[src/rtl/framebuf_arbiter.sv]
// framebuf_arbiter
//   Shares one single-port frame-buffer memory between the display scan-out
//   (reads, absolute priority) and a buffered pixel writer (writes only in
//   blanking). Reads return two cycles after the address cycle.
//
// Ports
//   VGACLK, RST_IN           clock (rising edge), async active-high reset
//   DISPLAY_EN, POS_X, POS_Y scan timing: visible flag and visible-relative position
//   PIXEL_DATA, PIXEL_VALID  registered fetched pixel to the colour stage
//   WR_VALID, WR_READY       writer handshake
//   WR_ADDR, WR_DATA         writer address / pixel
//   MEM_ADDR, MEM_WE         single-port memory address / write strobe
//   MEM_WDATA, MEM_RDATA     memory write data / read data (one-cycle latency)
//   WR_LEVEL                 write-buffer occupancy
module framebuf_arbiter #(
    parameter int ADDR_W     = 18,
    parameter int DATA_W     = 8,
    parameter int H_VISIBLE  = 640,
    parameter int FIFO_DEPTH = 4
) (
    input  logic                          VGACLK,
    input  logic                          RST_IN,
    input  logic                          DISPLAY_EN,
    input  logic [10:0]                   POS_X,
    input  logic [10:0]                   POS_Y,
    output logic [DATA_W-1:0]             PIXEL_DATA,
    output logic                          PIXEL_VALID,
    input  logic                          WR_VALID,
    output logic                          WR_READY,
    input  logic [ADDR_W-1:0]             WR_ADDR,
    input  logic [DATA_W-1:0]             WR_DATA,
    output logic [ADDR_W-1:0]             MEM_ADDR,
    output logic                          MEM_WE,
    output logic [DATA_W-1:0]             MEM_WDATA,
    input  logic [DATA_W-1:0]             MEM_RDATA,
    output logic [$clog2(FIFO_DEPTH):0]   WR_LEVEL
);

    localparam int PTR_W = $clog2(FIFO_DEPTH);
    localparam int LVL_W = PTR_W + 1;

    typedef enum logic [1:0] {IDLE, SCAN, DRAIN} state_t;

    state_t state, state_nxt;

    logic [ADDR_W-1:0] fifo_addr [FIFO_DEPTH];
    logic [DATA_W-1:0] fifo_data [FIFO_DEPTH];
    logic [PTR_W-1:0]  wr_ptr, rd_ptr;
    logic [LVL_W-1:0]  level;
    logic              empty, full, push, pop, rd_slot, rd_d1;
    logic [ADDR_W-1:0] scan_addr;

    assign empty    = (level == '0);
    assign full     = (level == LVL_W'(FIFO_DEPTH));
    // Ready comes from the registered level only, so a pop in a full cycle
    // does not open the buffer until the following cycle.
    assign WR_READY = !RST_IN && !full;
    assign push     = WR_VALID && WR_READY;
    assign WR_LEVEL = level;

    // Linear pixel address, wraps at ADDR_W bits.
    assign scan_addr = ADDR_W'(POS_Y) * ADDR_W'(H_VISIBLE) + ADDR_W'(POS_X);

    // The slot owner is decided every cycle from the live scan flag, so the
    // next state is also the role of the current memory cycle.
    always_comb begin
        state_nxt = IDLE;
        case (state)
            IDLE:    if (DISPLAY_EN) state_nxt = SCAN;
                     else if (!empty) state_nxt = DRAIN;
            SCAN:    if (DISPLAY_EN) state_nxt = SCAN;
                     else if (!empty) state_nxt = DRAIN;
            DRAIN:   if (DISPLAY_EN) state_nxt = SCAN;   // display pre-empts drain
                     else if (!empty) state_nxt = DRAIN;
            default: state_nxt = IDLE;
        endcase
    end

    always_comb begin
        rd_slot   = 1'b0;
        pop       = 1'b0;
        MEM_WE    = 1'b0;
        MEM_ADDR  = '0;
        MEM_WDATA = '0;
        // Scan inputs are live during reset; keep the port quiet until release.
        if (!RST_IN) begin
            case (state_nxt)
                SCAN: begin
                    rd_slot  = 1'b1;
                    MEM_ADDR = scan_addr;
                end
                DRAIN: begin
                    pop       = 1'b1;
                    MEM_WE    = 1'b1;
                    MEM_ADDR  = fifo_addr[rd_ptr];
                    MEM_WDATA = fifo_data[rd_ptr];
                end
                default: ;
            endcase
        end
    end

    always_ff @(posedge VGACLK or posedge RST_IN) begin
        if (RST_IN) begin
            state       <= IDLE;
            wr_ptr      <= '0;
            rd_ptr      <= '0;
            level       <= '0;
            rd_d1       <= 1'b0;
            PIXEL_VALID <= 1'b0;
            PIXEL_DATA  <= '0;
        end else begin
            state <= state_nxt;
            if (push) wr_ptr <= wr_ptr + 1'b1;   // power-of-two depth wraps naturally
            if (pop)  rd_ptr <= rd_ptr + 1'b1;
            level <= level + LVL_W'(push) - LVL_W'(pop);
            // Memory returns data the cycle after the address; capture it then.
            rd_d1       <= rd_slot;
            PIXEL_VALID <= rd_d1;
            PIXEL_DATA  <= rd_d1 ? MEM_RDATA : '0;
        end
    end

    // Entry storage needs no reset: occupancy is tracked by level/pointers.
    always_ff @(posedge VGACLK) begin
        if (push) begin
            fifo_addr[wr_ptr] <= WR_ADDR;
            fifo_data[wr_ptr] <= WR_DATA;
        end
    end

endmodule
[config.mk]
export PLATFORM = sky130hd
export DESIGN_NAME = framebuf_arbiter
export DESIGN_NICKNAME = d
export VERILOG_FILES = /design/src/rtl/framebuf_arbiter.sv
export SDC_FILE = /design/constraint.sdc
export NUM_CORES = 1
export LEC_CHECK = 0
export ABC_AREA = 1
export ABC_CLOCK_PERIOD_IN_PS = 3030
export CELL_PAD_IN_SITES_DETAIL_PLACEMENT = 2
export CELL_PAD_IN_SITES_GLOBAL_PLACEMENT = 2
export CORE_MARGIN = 3
export CORE_UTILIZATION = 34
export DETAILED_ROUTE_END_ITERATION = 12
export PLACE_DENSITY_LB_ADDON = 0.25
export SYNTH_ARGS = -nofsm -noshare
export SYNTH_HDL_FRONTEND = slang
export SYNTH_SLANG_ARGS = --single-unit
export TNS_END_PERCENT = 100
[constraint.sdc]
create_clock -name VGACLK -period 3.03 [get_ports VGACLK]
set_clock_uncertainty 0.05 [all_clocks]
set_input_delay 0.303 -clock VGACLK [delete_from_list [all_inputs] [get_ports VGACLK]]
set_output_delay 0.303 -clock VGACLK [all_outputs]
set_load 0.01 [all_outputs]
==> flow_metrics.env <==
export IMPL_first_pass_grt_wire_length_mm=27.41
export IMPL_die_x_microns=134.5
export IMPL_rr_endpoint="WR_LEVEL[2]"
export IMPL_via_count_of_the_first_global_routing_pass=5004
export IMPL_ys_seq_elements=123
export IMPL_die_height_microns=134.5
export IMPL_start_util=0.3506
export IMPL_avgRoutedWirePerCell_microns=20.40
export IMPL_design_portCount=100
export IMPL_placement_setup_worst_slack_ps=-469.2
export IMPL_worst_hold_slack_ps=307.8
export IMPL_timing_final_setup_violations=0
export IMPL_crit_start="rd_ptr[0]"
export IMPL_synth_largest_area_cell="edfxtp_1"
export IMPL_syn_inst=498
export IMPL_power_leakage_nw=3.084
export IMPL_cts_max_level=4
export IMPL_timing_critical_path_slowest_cell_delay_ps=530
export IMPL_cp_num_buf_inv=3
export IMPL_hold_buffers=0
export IMPL_path_clk_slew_ps=60
export IMPL_slew_headroom=0.6069
export IMPL_run_status="finished, final reports clean"
export IMPL_post_layout_nonfiller_instances=859
export IMPL_postPlaceCellArea_sq_um=7114
export IMPL_detail_route_iter0_violations=230
export IMPL_clk_latency_ps=410
export IMPL_place_gp_congestion=0.7369
export IMPL_timing_rr_start="WR_LEVEL[1]"
export IMPL_totalPowerFinal_mw=6.399
export IMPL_critical_path_max_fanout=29
export IMPL_globalRoute_totalOverflow=0
export IMPL_drcViolationCount=0
export IMPL_cts_path_max_buffers=2
export IMPL_synth_yosys_seq_area_share=0.6414
export IMPL_layout_cell_share_with_drive_strength_beyond_1=0.1680
export IMPL_die_area_sq_um=18080
export IMPL_post_route_util=0.4928
export IMPL_worst_setup_end_kind="primary output"
export IMPL_cp_endpoint="MEM_ADDR[0]"
export IMPL_peak_supply_drop_uv=390.3
export IMPL_slew_violations=0
export IMPL_synth_avg_cell_area_sq_um=11.27
export IMPL_worstMarginPinSlew_ps=588.8
export IMPL_start_kind="flop"
export IMPL_crit_chain="inv_2, buf_12, o21ai_0, o22ai_1, a22o_1, clkdlybuf4s50_1"
export IMPL_number_of_enable_flip_flop_cells_after_synthesis=104
export IMPL_clock_sink_count=123
export IMPL_setup_slack_ps=150.7
export IMPL_area_delta_synth_final_pct=40.54
export IMPL_syn_area_sq_um=5610
export IMPL_hold_path_class="in -> async"
export IMPL_antenna_left=0
export IMPL_cp_depth=6
export IMPL_drv_cap=0
export IMPL_tritoncts="yes"
export IMPL_worst_r2r_cell_count=10
export IMPL_synth_nets=586
export IMPL_count_of_cell_types_in_the_netlist=28
export IMPL_coreArea_sq_um=16000
export IMPL_proportion_of_netlist_area_held_by_the_largest_area_contributor=0.5566
export IMPL_detailroute_via_count=4352
export IMPL_setup_reg_to_reg_worst_slack_ps=580
export IMPL_grtUsageTotal=0.2008
export IMPL_place_hpwl_mm=11.09
export IMPL_synthMostInstantiatedCell="edfxtp_1"
export IMPL_grt_max_degree=53
export IMPL_yosys_top_cells_area="edfxtp_1 (56%), dfrtp_1 (8.5%), ha_1 (5.6%)"
export IMPL_hold_viol_final=0
export IMPL_viasPerCell=5.066
export IMPL_rows=46
export IMPL_crit_family="buffers and inverters"
export IMPL_placedCellCount=825
export IMPL_cts_buffers_inserted=17
export IMPL_stdcell_area_sq_um=7885
export IMPL_diodes=0
export IMPL_layout_min_cycle_time_ps=2879
export IMPL_yosys_top_cells_count="edfxtp_1 (104), nor2_1 (82), nand2_1 (63), o21ai_0 (47), inv_1 (33)"
export IMPL_worst_path_max_delay_cell="clkdlybuf4s50_1"
export IMPL_ys_async_sr_fraction=0.1545
export IMPL_root_buffer="clkbuf_16"
export IMPL_finalSetupTns_ps=0
export IMPL_power_density_nw_per_um2=811.6
export IMPL_synth_top_flop_cell="edfxtp_1"
export IMPL_required_ps=2680
export IMPL_worst_ep_arrival_time_ps=2530
export IMPL_fin_nets=718
export IMPL_finalCritPeriodShare=0.9503
export IMPL_totalWireLength_mm=17.53
export IMPL_warning_count_from_the_yosys_run=0
export IMPL_max_freq_mhz=347.3
export IMPL_buffer_ports_inserted=99
export IMPL_grt_antenna_before_repair=0
export IMPL_worst_setup_path_type="reg -> out"
export IMPL_drt_pre_antenna_iters=4
==> where the power goes <==
| group | switching, mW | internal, mW | leakage, nW |
|---|---|---|---|
| clock | 0.737 | 1.39 | 0.296 |
| sequential | 0.0950 | 2.06 | 1.18 |
| combinational | 1.29 | 0.825 | 1.61 |
==> worst min-delay path by stage <==
stage / cells past startpoint / startpoint / endpoint
2_1_floorplan: 1 / RST_IN / PIXEL_DATA[0]
3_3_place_gp: 3 / state[1] / state[0]
3_5_place_dp: 3 / state[0] / state[0]
4_1_cts: 3 / RST_IN / WR_LEVEL[1]
5_1_grt: 3 / RST_IN / WR_LEVEL[2]
6_report: 3 / RST_IN / wr_ptr[1]
==> worst register-to-register path: stages (launching register included) <==
cell     delay, ps
dfrtp_1        450
nor3_1          90
nor3b_2        220
nand2_1        120
inv_2          330
ha_1           310
inv_1           60
ha_1           140
inv_1           50
fa_1           370
xnor2_1        180
==> cells by family after synthesis <==
logic type	count (synthesis)	synth area share
and+or+nand+nor	180	0.1336
adders and majority gates	28	0.06646
AOI/OAI and AO/OA	100	0.1015
buffers and inverters	58	0.04170
DFF	123	0.6414
xor gates and xnor gates	9	0.01539
==> flip-flops by register name, summed over array words and instances, names as in the netlist <==
register / count
PIXEL_DATA: 8
rd_d1: 1
rd_ptr: 2
fifo_addr: 72
PIXEL_VALID: 1
wr_ptr: 2
WR_LEVEL: 3
state: 2
fifo_data: 32
==> per-layer routing <==
metal	GRT usage	routed length [microns]	up-vias
li1	-	-	2016
met1	0.2178	6964	2222
met2	0.3899	9751	93
met3	0.03428	502	21
met4	0.07183	308	0
met5	0	0	-
==> layout by cell type, fill, tap and decap left out, types with 14 or more instances in the layout <==
cell	count
ha_1	17
clkbuf_16	17
o21ai_0	46
o22ai_1	17
edfxtp_1	104
nand3_1	14
a21oi_1	16
buf_4	28
nor2_1	78
clkdlybuf4s50_1	87
nand2_1	60
dfrtp_1	18
inv_1	33
==> area by class of cell <==
cell class,instances,area [sq um]
Inverter,38,142.6
Timing Repair Buffer,133,1299
Clock inverter,12,171.4
Fill cell,1609,8115
Sequential cell,123,3600
Multi-Input combinational cell,317,1956
Tap cell,216,270.3
Clock buffer,20,446.7
==> timing repair <==
action | CTS | global route
setup endpoints to repair | 7 | 9
setup buffers | 1 | 1
pin swaps | 4 | 8
gates resized for setup | 33 | 17
No activity file was read; power rests on OpenSTA's default activity.
